[src/rtl/timer_count_ctrl_pkg.sv]
// -----------------------------------------------------------------------------
// timer_pkg
// Shared definitions for the timer sequencing core:
//   - bit positions of the fields inside the TCR control register
//   - clock-select encoding (cks_e) and its divide ratio
//   - sequencing FSM states (state_e)
// -----------------------------------------------------------------------------
package timer_pkg;

  // TCR field positions
  localparam int TCR_LOAD   = 7;
  localparam int TCR_DIR    = 5;
  localparam int TCR_EN     = 4;
  localparam int TCR_CKS_HI = 1;
  localparam int TCR_CKS_LO = 0;

  // Prescaler clock select
  typedef enum logic [1:0] {
    CKS_DIV2  = 2'b00,
    CKS_DIV4  = 2'b01,
    CKS_DIV8  = 2'b10,
    CKS_DIV16 = 2'b11
  } cks_e;

  // Sequencing states
  typedef enum logic [1:0] {
    S_IDLE = 2'd0,
    S_LOAD = 2'd1,
    S_RUN  = 2'd2
  } state_e;

  // Divide ratio selected by cks (2, 4, 8 or 16 pclk cycles per tick)
  function automatic logic [4:0] cks_ratio(input cks_e cks);
    case (cks)
      CKS_DIV2:  return 5'd2;
      CKS_DIV4:  return 5'd4;
      CKS_DIV8:  return 5'd8;
      default:   return 5'd16;
    endcase
  endfunction

endpackage

[src/rtl/timer_count_ctrl_if.sv]
// -----------------------------------------------------------------------------
// timer_count_ctrl_if
// Connection between the APB register block (master) and the timer sequencing
// core (slave).
//   tdr_reg  reload value           (register block -> core)
//   tcr_reg  control register       (register block -> core)
//   tcnt     current counter value  (core -> register block)
//   s_ovf    up-wrap event pulse    (core -> register block)
//   s_udf    down-wrap event pulse  (core -> register block)
//   tick     applied prescaler tick (core -> register block)
// -----------------------------------------------------------------------------
interface timer_count_ctrl_if #(
  parameter int DATA_WIDTH = 8
);

  logic [DATA_WIDTH-1:0] tdr_reg;
  logic [DATA_WIDTH-1:0] tcr_reg;
  logic [DATA_WIDTH-1:0] tcnt;
  logic                  s_ovf;
  logic                  s_udf;
  logic                  tick;

  modport master (
    output tdr_reg,
    output tcr_reg,
    input  tcnt,
    input  s_ovf,
    input  s_udf,
    input  tick
  );

  modport slave (
    input  tdr_reg,
    input  tcr_reg,
    output tcnt,
    output s_ovf,
    output s_udf,
    output tick
  );

endinterface

[src/rtl/timer_count_ctrl_prescaler.sv]
// -----------------------------------------------------------------------------
// timer_prescaler
// Divides pclk by the ratio selected by cks and produces a one-cycle tick.
// Ports:
//   pclk    in   system clock, rising edge
//   preset  in   synchronous active-high reset
//   run     in   count enable (core is in S_RUN with en=1)
//   clear   in   force the divider back to 0 (load / leaving S_RUN)
//   cks     in   clock select
//   tick    out  combinational: divider at ratio-1 this cycle and not cleared
// The divider restarts from 0 whenever cks differs from its value in the
// previous cycle, so a new ratio always takes a full period to expire.
// -----------------------------------------------------------------------------
module timer_prescaler
  import timer_pkg::*;
#(
  parameter int DIV_WIDTH = 4
) (
  input  logic pclk,
  input  logic preset,
  input  logic run,
  input  logic clear,
  input  cks_e cks,
  output logic tick
);

  logic [DIV_WIDTH-1:0] div_cnt_reg;
  cks_e                 cks_prev_reg;
  logic                 cks_changed;
  logic [DIV_WIDTH-1:0] div_last;

  assign cks_changed = (cks != cks_prev_reg);
  assign div_last    = DIV_WIDTH'(cks_ratio(cks) - 5'd1);

  // A cks change suppresses the tick of that cycle: the old count is meaningless
  // against the new terminal value.
  assign tick = run && !clear && !cks_changed && (div_cnt_reg == div_last);

  always_ff @(posedge pclk) begin
    if (preset) begin
      div_cnt_reg  <= '0;
      cks_prev_reg <= CKS_DIV2;
    end else begin
      cks_prev_reg <= cks;
      if (!run || clear || cks_changed || tick) begin
        div_cnt_reg <= '0;
      end else begin
        div_cnt_reg <= div_cnt_reg + 1'b1;
      end
    end
  end

endmodule

[src/rtl/timer_count_ctrl.sv]
// -----------------------------------------------------------------------------
// timer_count_ctrl
// Sequencing core of the timer: runs the prescaled up/down counter from the
// TDR/TCR values held by the register block and raises single-cycle wrap events.
// Ports:
//   pclk    in   system clock, rising edge
//   preset  in   synchronous active-high reset
//   bus     slave side of timer_count_ctrl_if
//             tdr_reg / tcr_reg in, tcnt / s_ovf / s_udf / tick out
// TCR: [7] load, [5] dir (0 up, 1 down), [4] en, [1:0] cks; other bits unused.
// All outputs are registered. s_ovf/s_udf/tick are high in the cycle in which
// tcnt shows the value produced by the corresponding step.
// -----------------------------------------------------------------------------
module timer_count_ctrl
  import timer_pkg::*;
#(
  parameter int DATA_WIDTH = 8,
  parameter int DIV_WIDTH  = 4
) (
  input logic               pclk,
  input logic               preset,
  timer_count_ctrl_if.slave bus
);

  // Control field decode
  logic load;
  logic dir;
  logic en;
  cks_e cks;

  assign load = bus.tcr_reg[TCR_LOAD];
  assign dir  = bus.tcr_reg[TCR_DIR];
  assign en   = bus.tcr_reg[TCR_EN];
  assign cks  = cks_e'(bus.tcr_reg[TCR_CKS_HI:TCR_CKS_LO]);

  // Bits without a function in TCR
  logic unused_tcr_bits;
  assign unused_tcr_bits = ^{bus.tcr_reg[6], bus.tcr_reg[3:2]};

  // State and output registers
  state_e                state_reg;
  logic [DATA_WIDTH-1:0] tcnt_reg;
  logic                  ovf_reg;
  logic                  udf_reg;
  logic                  tick_reg;

  // Prescaler control
  logic in_run;
  logic leave_run;
  logic presc_run;
  logic presc_clear;
  logic presc_tick;

  assign in_run      = (state_reg == S_RUN);
  assign presc_run   = in_run && en;
  assign leave_run   = in_run && (load || !en);
  // Load always clears the divider, which also discards a coincident tick.
  assign presc_clear = load || leave_run;

  timer_prescaler #(
    .DIV_WIDTH (DIV_WIDTH)
  ) u_prescaler (
    .pclk   (pclk),
    .preset (preset),
    .run    (presc_run),
    .clear  (presc_clear),
    .cks    (cks),
    .tick   (presc_tick)
  );

  // Next counter value and wrap detection
  logic [DATA_WIDTH-1:0] tcnt_next;
  logic                  ovf_next;
  logic                  udf_next;

  always_comb begin
    tcnt_next = tcnt_reg;
    ovf_next  = 1'b0;
    udf_next  = 1'b0;
    if (load) begin
      tcnt_next = bus.tdr_reg;
    end else if (presc_tick) begin
      if (dir) begin
        tcnt_next = tcnt_reg - 1'b1;
        udf_next  = (tcnt_reg == '0);
      end else begin
        tcnt_next = tcnt_reg + 1'b1;
        ovf_next  = (tcnt_reg == '1);
      end
    end
  end

  // FSM, counter and flag registers
  always_ff @(posedge pclk) begin
    if (preset) begin
      state_reg <= S_IDLE;
      tcnt_reg  <= '0;
      ovf_reg   <= 1'b0;
      udf_reg   <= 1'b0;
      tick_reg  <= 1'b0;
    end else begin
      tcnt_reg <= tcnt_next;
      ovf_reg  <= ovf_next;
      udf_reg  <= udf_next;
      tick_reg <= presc_tick;
      case (state_reg)
        S_IDLE: begin
          if (load) begin
            state_reg <= S_LOAD;
          end else if (en) begin
            state_reg <= S_RUN;
          end
        end
        S_LOAD: begin
          if (!load) begin
            state_reg <= en ? S_RUN : S_IDLE;
          end
        end
        S_RUN: begin
          if (load) begin
            state_reg <= S_LOAD;
          end else if (!en) begin
            state_reg <= S_IDLE;
          end
        end
        default: state_reg <= S_IDLE;
      endcase
    end
  end

  assign bus.tcnt  = tcnt_reg;
  assign bus.s_ovf = ovf_reg;
  assign bus.s_udf = udf_reg;
  assign bus.tick  = tick_reg;

endmodule

[src/flat_wrapper.sv]
// flat-port wrapper written by rule: the top's interface ports become plain ports
module timer_count_ctrl_flat import timer_pkg::*;
#(
  parameter int DATA_WIDTH = 8,
  parameter int DIV_WIDTH  = 4
)
  (pclk, preset, bus_tdr_reg, bus_tcr_reg, bus_tcnt, bus_s_ovf, bus_s_udf, bus_tick);
  timer_count_ctrl_if #(.DATA_WIDTH(DATA_WIDTH)) bus_i ();
  input logic pclk;
  input logic preset;
  input wire logic [$bits(bus_i.tdr_reg)-1:0] bus_tdr_reg;
  input wire logic [$bits(bus_i.tcr_reg)-1:0] bus_tcr_reg;
  output wire logic [$bits(bus_i.tcnt)-1:0] bus_tcnt;
  output wire logic [$bits(bus_i.s_ovf)-1:0] bus_s_ovf;
  output wire logic [$bits(bus_i.s_udf)-1:0] bus_s_udf;
  output wire logic [$bits(bus_i.tick)-1:0] bus_tick;
  assign bus_i.tdr_reg = bus_tdr_reg;
  assign bus_i.tcr_reg = bus_tcr_reg;
  assign bus_tcnt = bus_i.tcnt;
  assign bus_s_ovf = bus_i.s_ovf;
  assign bus_s_udf = bus_i.s_udf;
  assign bus_tick = bus_i.tick;
  timer_count_ctrl #(.DATA_WIDTH(DATA_WIDTH), .DIV_WIDTH(DIV_WIDTH)) u_core (.pclk(pclk), .preset(preset), .bus(bus_i));
endmodule
[config.mk]
export PLATFORM = sky130hd
export DESIGN_NAME = timer_count_ctrl_flat
export DESIGN_NICKNAME = d
export VERILOG_FILES = /design/src/rtl/timer_count_ctrl_pkg.sv /design/src/rtl/timer_count_ctrl_if.sv /design/src/rtl/timer_count_ctrl_prescaler.sv /design/src/rtl/timer_count_ctrl.sv /design/src/flat_wrapper.sv
export SDC_FILE = /design/constraint.sdc
export NUM_CORES = 1
export LEC_CHECK = 0
export CAP_MARGIN = 5
export CORE_UTILIZATION = 51
export DETAILED_ROUTE_END_ITERATION = 10
export PLACE_DENSITY = 0.83
export SLEW_MARGIN = 0
export SYNTH_ARGS = -nofsm -noshare
export SYNTH_HDL_FRONTEND = slang
export SYNTH_SLANG_ARGS = --single-unit
export TNS_END_PERCENT = 50
[constraint.sdc]
create_clock -name pclk -period 3.5 [get_ports pclk]
set_clock_uncertainty 0.05 [all_clocks]
set_input_delay 0.525 -clock pclk [delete_from_list [all_inputs] [get_ports pclk]]
set_output_delay 0.525 -clock pclk [all_outputs]
set_load 0.05 [all_outputs]
### Word-level counts from Yosys, hierarchy flattened

Cells that the tools add are included.

* add/subtract/negate cells: 4
* equal/unequal tests: 10
* mux-type cells: 11
* bitwise operators: 2
* reduce and logical (&&, ||, !) cells: 22

Operator list (count)
* 8-bit 2-to-1 mux: 3
* 2-bit 2-to-1 mux: 6
* 4-bit one-hot mux with 3 select lines: 1
* 8-bit by 1-bit adder with 8-bit output, second input constant: 1
* 8-bit == test, second input constant: 1
* 8-bit zero test: 1
* 4-bit OR reduction: 2
* 8-bit by 1-bit subtractor with 8-bit output, second input constant: 1
* 3-bit != test, second input constant: 2
* 2-bit one-hot mux with 3 select lines: 1
* 1-bit logical AND: 5
* 1-bit logical OR: 5
* 4-bit by 1-bit adder with 4-bit output, second input constant: 1
* 2-bit by 1-bit == test with 1-bit output, second input constant: 2
* 2-bit == test, second input constant: 2
* 4-bit == test: 1
* 1-bit zero test: 4
* 2-bit zero test: 2
* 4-bit by 1-bit subtractor with 4-bit output, second input constant: 1
* 3-bit AND reduction: 1
* 2-bit != test: 1
* 2-bit != test, second input constant: 1
* 1-bit NOT: 2
* 2-bit nonzero test: 1
* 2-bit OR reduction: 1

* register bits: 19
* bits of input ports: 18
* word-level logic and storage cells: 56

### Logic depth before layout (Yosys ltp)

Gate-level depths: netlist of the first run.

* depth in word-level cells: 10
* mapped depth: 7
* depth with buffers taken out: 7

### Cells and area by module

Synthesis of the first run repeated with hierarchy kept, for this count alone.

* cells, all modules: 133
* area, all modules: 1231.2 um^2

Modules (own cells, without submodules)
* timer_count_ctrl: instances 1, cells an instance 106, area an instance 915.9 um^2, sequential area each 260.2 um^2
* timer_prescaler: instances 1, cells an instance 27, area an instance 315.3 um^2, sequential area each 120.1 um^2

### Worst setup path after synthesis of the first run

OpenSTA, ideal clock, no wires.

* path type: reg-to-reg
* start point: register u_core.tcnt_reg[3], in the netlist u_core.bus.tcnt[3]
* end point: register u_core.tcnt_reg[7], in the netlist u_core.bus.tcnt[7]
* library setup time: 74 ps
* data arrival time: 2057 ps
* data required time: 3376 ps
* setup slack: 1318 ps
* cell stages (with the launch flop): 7
* path through: dfxtp_1 > ha_1 > a21o_1 > a21oi_1 > a21oi_1 > or4_1 > a31oi_1

* word-level cells in the longest chain between the ends: 4
* elaborated cells between the ends (all ways): 5
* classes of those cells: add/sub (2); mux (3)

RTL lines
* start: declaration: RTL line timer_count_ctrl.sv:42 `logic [DATA_WIDTH-1:0] tcnt_reg;`
* start signal: assignment: RTL line timer_count_ctrl.sv:102 `tcnt_reg <= tcnt_next;`
* 8-bit by 1-bit adder with 8-bit output / 8-bit by 1-bit subtractor with 8-bit output (equally long branches): RTL line timer_count_ctrl.sv:87, timer_count_ctrl.sv:84
* 8-bit 2-to-1 mux (*): RTL line timer_count_ctrl.sv:83 `if (dir) begin`
* 8-bit 2-to-1 mux (*): RTL line timer_count_ctrl.sv:82 `end else if (presc_tick) begin`
* 8-bit 2-to-1 mux (*): RTL line timer_count_ctrl.sv:80 `if (load) begin`

Every way passes the cells marked *; elsewhere a longest branch is shown, timed or not. The select of a mux whose other input is x is not followed.
A chain may end at the register's enable or synchronous reset.

### Final worst setup path of the first run

* start point: input port bus_tcr_reg[5]
* end point: register u_core.tcnt_reg[7], in the netlist u_core.bus.tcnt[7]

* word-level cells in the longest chain between the ends: 3

RTL lines
* start: declaration: RTL line flat_wrapper.sv:12 `input wire logic [$bits(bus_i.tcr_reg)-1:0] bus_tcr_reg;`
* 8-bit 2-to-1 mux: RTL line timer_count_ctrl.sv:83
* 8-bit 2-to-1 mux: RTL line timer_count_ctrl.sv:82
* 8-bit 2-to-1 mux: RTL line timer_count_ctrl.sv:80

Every way passes these cells. The select of a mux whose other input is x is not followed.

==> results of run 1 <==
-- metrics by stage --
step | hold slack (ns) | setup WS (ns) | total power [W] | utilization, %
2_1_floorplan | 0.390 | 1.32 | 0.000312 | -
3_3_place_gp | 0.407 | 0.643 | 0.000348 | 69.1
3_5_place_dp | 0.426 | 0.574 | 0.000353 | 69.1
4_1_cts | 0.453 | 0.889 | 0.000468 | 70.4
5_1_grt | 0.478 | 0.818 | 0.000490 | 70.4
6_report | 0.465 | 0.857 | 0.000465 | 70.4
-- Yosys cell counts, types with 2 or more instances --
library cell and number:
dfxtp_1 19, nor2_1 12, a21oi_1 11, ha_1 7, nand2_1 7, nand3b_1 6
a21o_1 5, clkbuf_1 5, nand3_1 5, nor2b_1 5, xnor2_1 5, inv_1 4
nand4_1 4, nor3_1 4, xor2_1 4, a2bb2oi_1 3, nor3b_1 3, or4_1 3
a31oi_1 2, and2_1 2, and3_1 2, o31ai_1 2
-- critical path: stages --
cell and delay (ns):
clkdlybuf4s50_1 0.72, ha_1 0.37, a21o_1 0.18, a21oi_1 0.24, a21oi_1 0.09, or4_1 0.51, a31oi_1 0.18
-- worst min-delay path by stage --
stage                                                  from                                end  cells past startpoint
final                     u_core.u_prescaler.div_cnt_reg[0]  u_core.u_prescaler.div_cnt_reg[0]                      1
after global routing      u_core.u_prescaler.div_cnt_reg[0]  u_core.u_prescaler.div_cnt_reg[0]                      1
after CTS                 u_core.u_prescaler.div_cnt_reg[0]  u_core.u_prescaler.div_cnt_reg[0]                      1
after detailed placement  u_core.u_prescaler.div_cnt_reg[0]  u_core.u_prescaler.div_cnt_reg[0]                      1
after global placement    u_core.u_prescaler.div_cnt_reg[0]  u_core.u_prescaler.div_cnt_reg[0]                      1
after floorplan           u_core.u_prescaler.div_cnt_reg[0]  u_core.u_prescaler.div_cnt_reg[0]                      1
-- cell usage in the layout, fill, tap and decap left out, types with 3 or more instances in the layout --
master,n
clkbuf_4,3
nor2_1,12
nor2b_1,5
or4_1,3
a2bb2oi_1,3
nand4_1,4
nor3_1,4
nand3b_1,6
nor3b_1,3
nand2_1,7
a21o_1,5
dfxtp_1,19
a21oi_1,11
inv_1,4
xor2_1,4
xnor2_1,5
ha_1,7
nand3_1,5
clkdlybuf4s50_1,25
-- metal layers --
| layer | global-route usage (%) | up-vias | share of wire, % |
|---|---|---|---|
| li1 | - | 529 | - |
| met1 | 30.6 | 507 | 45 |
| met2 | 38.8 | 42 | 48 |
| met3 | 1.87 | 7 | 4.5 |
| met4 | 9.31 | 0 | 2.1 |
| met5 | 0 | - | 0 |
-- power by group --
group / switching [W] / leakage (nW) / internal, W
Clock: 0.0000735 / 0.0177 / 0.0000427
Sequential: 0.00000871 / 0.156 / 0.000224
Combinational: 0.0000618 / 0.374 / 0.0000548
-- kinds of logic (layout without fill, tap and decap cells) --
| logic type | Yosys count | in the layout | share of synthesized area [%] |
|---|---|---|---|
| DFF | 19 | 19 | 33.5 |
| muxes | 1 | 1 | 0.882 |
| adders and majority gates | 8 | 8 | 9.48 |
| xor gates and xnor gates | 9 | 9 | 6.95 |
| buffers and inverters | 10 | 34 | 3.97 |
| AOI/OAI and AO/OA | 28 | 28 | 16.0 |
| and+or+nand+nor | 58 | 58 | 29.2 |
-- cell type report --
type / count / area [µm²] / area share (%)
clock buffers: 3 / 22.5 / 1.58
repair buffers: 26 / 258 / 18.1
flip-flops and latches: 19 / 380 / 26.7
well taps: 27 / 33.8 / 2.37
inverters: 4 / 15.0 / 1.05
clock inverters: 1 / 5.00 / 0.351
multi-input cells: 104 / 709 / 49.8
==> results.py, run 1 <==
metrics = {
    "global_routing": {
        "grt_pass1_wl_um": 4340,
        "grt_pass1_vias": 975,
        "grt_usage_pct": 23.2,
        "antenna_found_initial": 0,
        "grt_max_degree": 21,
        "overflow": 0,
    },
    "setup_path": {
        "rrSetupSlack_ns": 1.42,
        "endpoint": "u_core.bus.tcnt[7]",
        "worstPathArrival_ns": 2.82,
        "r2r_cells": 6,
        "critPathCaptureType": "register",
        "criticalPathCategory": "in2reg",
        "cp-start-kind": "input port",
        "setup.worst_path.start": "bus_tcr_reg[5]",
        "critPathMaxFanout": 10,
        "reg2reg_from": "u_core.bus.tcnt[3]",
        "rr_endpoint": "u_core.bus.tcnt[7]",
        "cp.required_ns": 3.68,
    },
    "clocking": {
        "cts_root_buf": "clkbuf_4",
        "cts_buffers": 3,
        "insertion_delay_ns": 0.30,
        "clock_sinks": 19,
        "cts_tree": "built",
        "cts-hold-fix-buffers": 0,
        "clk_path_buf_depth": 2,
        "cts_setup_buffers": 0,
        "htreeDepth": 1,
        "clk_pin_slew_worst_paths_ns": 0.11,
        "cts-resized-gates": 0,
    },
    "floorplan": {
        "die_y_um": 49.2,
        "chipWidth_um": 49.2,
        "pin_count": 29,
        "num_rows": 16,
        "core_area_um2": 2020,
        "dieArea_um2": 2420,
        "initial_core_util_pct": 56.1,
    },
    "sta": {
        "tightest_slew_ns": 0.638,
        "slew_headroom_pct": 57.3,
        "fmax_mhz": 378,
        "min_period_ns": 2.64,
        "drv_slew": 0,
        "fin_setup_tns_ns": 0,
        "finalSetupViolCount": 0,
        "rsz0062_at_grt": "no",
        "post-route-period-util_pct": 75.5,
        "hold_viol": 0,
    },
    "drt": {
        "dr.first_iter.drc_count": 37,
        "vias": 1085,
        "drt_wl_total_um": 2560,
        "drtPass1Iterations": 4,
        "wl_per_cell_um": 13.9,
        "remaining_drc_errors": 0,
        "viasPerCell": 5.90,
        "ant_nets": 0,
    },
    "finish": {
        "largest_reg_flops": 8,
        "final_cell_area_um2": 1420,
        "drive_gt1_share_pct": 3.82,
        "fillCellCount": 160,
        "area_growth_pct": 25.5,
        "stdcell_count": 184,
        "antenna_cells": 0,
        "nets": 184,
    },
    "yosys": {
        "synth_flop_cell": "dfxtp_1",
        "synth.cell_area_um2": 1130,
        "synth.top_cell.area_share_pct": 33.5,
        "synth_cell_types": 35,
        "yosys_warnings": 0,
        "syn_area_per_cell_um2": 8.53,
        "ys_ff_latch": 19,
        "synth_area_leader_cell": "dfxtp_1",
        "synthesis.nets": 159,
        "synth_cells": 133,
        "ys_seq_area_share_pct": 33.5,
        "synth_area_leaders": "dfxtp_1 (34%), ha_1 (7.7%), a21oi_1 (4.9%), nand3b_1 (4.0%), nor2_1 (4.0%)",
        "async_flop_share_pct": 0,
        "synth_edf_count": 0,
    },
    "placement": {
        "gp_congestion": 0.866,
        "dp_cells": 180,
        "place_area_um2": 1400,
        "place_hpwl_um": 1880,
        "port_buffers": 25,
    },
    "flow_run": {
        "drv_cap": 0,
    },
    "power": {
        "leakage_nw": 0.548,
        "vdd_drop_max_mv": 0.216,
        "pwr_density_cell_nw_per_um2": 327,
    },
    "worst_hold_path": {
        "min_path_type": "reg2reg",
    },
    "outcome": {
        "status": "finished, final reports clean",
    },
}
(Power assumes the default switching activity.)
==> run 2, diff against run 1 <==
- CORE_UTILIZATION: 51 -> 43
- PLACE_DENSITY: 0.83 -> 0.74
- clock period: 3.5 -> 2.4 ns (I/O delays scaled with it)
==> run 2 against run 1 <==
  * Setup slack worse by 0.49 ns
  * Register-to-register slack worse by 1.1 ns
  * Worst hold slack worse by 0.014 ns
  * Global-route usage down 1.7 points
  * Total power up 50%
  * Sequential cell count unchanged
  * Final area up 8.3%
  * Sequential power up 46%
  * Die area up 18%
  * Clock power up 42%
==> results.py, run 2 (same netlist as run 1, synthesis figures left out) <==
metrics = {
    "finish": {
        "final_cell_area_um2": 1540,
        "final_core_util_pct": 62.3,
        "area_growth_pct": 35.9,
        "drive_gt1_share_pct": 12.2,
        "nets": 199,
        "antenna_cells": 0,
        "largest_reg_flops": 8,
        "layout_commonest_cell": "clkdlybuf4s50_1",
        "fillCellCount": 224,
        "layout_common_cells": "clkdlybuf4s50_1 (24), dfxtp_1 (19), buf_4 (16)",
    },
    "setup_path": {
        "cp.required_ns": 2.55,
        "reg2reg_from": "u_core.bus.tcnt[0]",
        "rr_endpoint": "u_core.bus.tcnt[6]",
        "critPathMaxFanout": 5,
        "critPathCaptureType": "register",
        "r2r_cells": 7,
        "criticalPathCategory": "reg2reg",
        "worstPathArrival_ns": 2.19,
        "crit_chain": "inv_1 > fa_1 > nand2b_1 > a21oi_1 > mux2i_1 > a21o_1 > a31oi_1",
        "cp-start-kind": "register",
        "slowest_stage": "fa_1",
        "rrSetupSlack_ns": 0.37,
        "cpPeakStageDelay_ns": 0.47,
    },
    "drt": {
        "drt_wl_total_um": 2650,
        "wl_per_cell_um": 13.1,
        "met1_length_um": 1220,
        "remaining_drc_errors": 0,
        "route.met2.wl_um": 1250,
        "dr_wl_met3_um": 108,
        "vias": 1122,
        "viasPerCell": 5.55,
        "topRoutingLayerUsed": "met4",
        "dr.first_iter.drc_count": 27,
        "ant_nets": 0,
        "drtPass1Iterations": 4,
    },
    "floorplan": {
        "num_rows": 18,
        "initial_core_util_pct": 45.8,
        "die_y_um": 53.4,
        "pin_count": 29,
        "chipWidth_um": 53.4,
        "dieArea_um2": 2850,
        "core_area_um2": 2480,
    },
    "global_routing": {
        "antenna_found_initial": 0,
        "overflow": 0,
        "grt_pass1_vias": 1018,
        "grt_usage_pct": 21.5,
        "grt_pass1_wl_um": 4480,
        "grt_max_degree": 20,
    },
    "sta": {
        "hold_viol": 0,
        "slew_headroom_pct": 66.5,
        "fmax_mhz": 491,
        "rsz0062_at_grt": "no",
        "min_period_ns": 2.03,
        "post-route-period-util_pct": 84.8,
        "finalSetupViolCount": 0,
        "fin_setup_tns_ns": 0,
        "setup_ws_ns": 0.365,
        "tightest_slew_ns": 0.501,
        "hold_ws_ns": 0.451,
        "drv_slew": 0,
    },
    "clocking": {
        "htreeDepth": 1,
        "clk_pin_slew_worst_paths_ns": 0.11,
        "cts_buffers": 3,
        "cts_root_buf": "clkbuf_4",
        "cts_tree": "built",
        "cts_setup_buffers": 0,
        "insertion_delay_ns": 0.31,
        "clk_path_buf_depth": 2,
        "clock_sinks": 19,
    },
    "worst_hold_path": {
        "hold_start": "u_core.u_prescaler.div_cnt_reg[0]",
        "whs_endpoint": "u_core.u_prescaler.div_cnt_reg[0]",
        "min_path_type": "reg2reg",
        "holdPathStages": 1,
    },
    "outcome": {
        "status": "finished, final reports clean",
    },
    "power": {
        "pwr_density_cell_nw_per_um2": 451,
        "vdd_drop_max_mv": 0.268,
        "leakage_nw": 0.629,
    },
    "placement": {
        "gp_congestion": 0.860,
        "place_area_um2": 1510,
        "pre_cts_slack_ns": -0.213,
        "port_buffers": 25,
        "place_hpwl_um": 2050,
    },
    "flow_run": {
        "drv_cap": 0,
    },
}
## run 2: report_power, final
part           internal [W]  leakage, nW  switching (W)
sequential         0.000326        0.156      0.0000125
combinational     0.0000975        0.456      0.0000949
clock             0.0000623       0.0177       0.000102
total              0.000486        0.629       0.000210
## run 2: stage by stage
step	std cells	total power [W]
global route	202	0.000733
floorplan	133	0.000455
global placement	198	0.000531
CTS	202	0.000700
finish	202	0.000696
detailed placement	198	0.000538
## run 2: what timing repair did
action	4_1_cts	5_1_grt
gates resized for setup	0	1
setup endpoints to repair	0	1
hold buffers	0	0
## run 2: critical path: cells and delay by family (launching register included)
| kind | cells | cell delay [ns] |
|---|---|---|
| AND/OR/NAND/NOR | 1 | 0.18 |
| adder cells (fa/ha/maj) | 1 | 0.47 |
| AO/OA/AOI/OAI | 3 | 0.47 |
| buffers and inverters | 1 | 0.11 |
| flip-flops | 1 | 0.42 |
| multiplexers | 1 | 0.23 |
## run 2: worst max path at each step
| stage | from | end | slack, ns | cells past startpoint |
|---|---|---|---|---|
| floorplan | u_core.bus.tcnt[3] | u_core.bus.tcnt[7] | 0.22 | 6 |
| global placement | bus_tcr_reg[5] | u_core.bus.tcnt[6] | -0.13 | 8 |
| detailed placement | bus_tcr_reg[5] | u_core.bus.tcnt[7] | -0.21 | 7 |
| CTS | bus_tcr_reg[5] | u_core.bus.tcnt[7] | 0.11 | 7 |
| global route | u_core.bus.tcnt[0] | u_core.bus.tcnt[6] | 0.18 | 7 |
| finish | u_core.bus.tcnt[0] | u_core.bus.tcnt[6] | 0.37 | 7 |
## run 2: final cells by class
cell class	count	area (µm²)	share of cell area (%)
Clock buffer	3	22.5	1.46
Multi-Input combinational cell	104	709	46.0
Tap cell	30	37.5	2.43
Clock inverter	1	5.00	0.324
Sequential cell	19	380	24.7
Timing Repair Buffer	41	373	24.2
Inverter	4	15.0	0.973
## run 2: per-layer routing
| layer | global-route usage [%] | vias to the layer above |
|---|---|---|
| li1 | - | 561 |
| met1 | 28.6 | 524 |
| met2 | 32.7 | 30 |
| met3 | 3.16 | 7 |
| met4 | 11.4 | 0 |
| met5 | 0 | - |
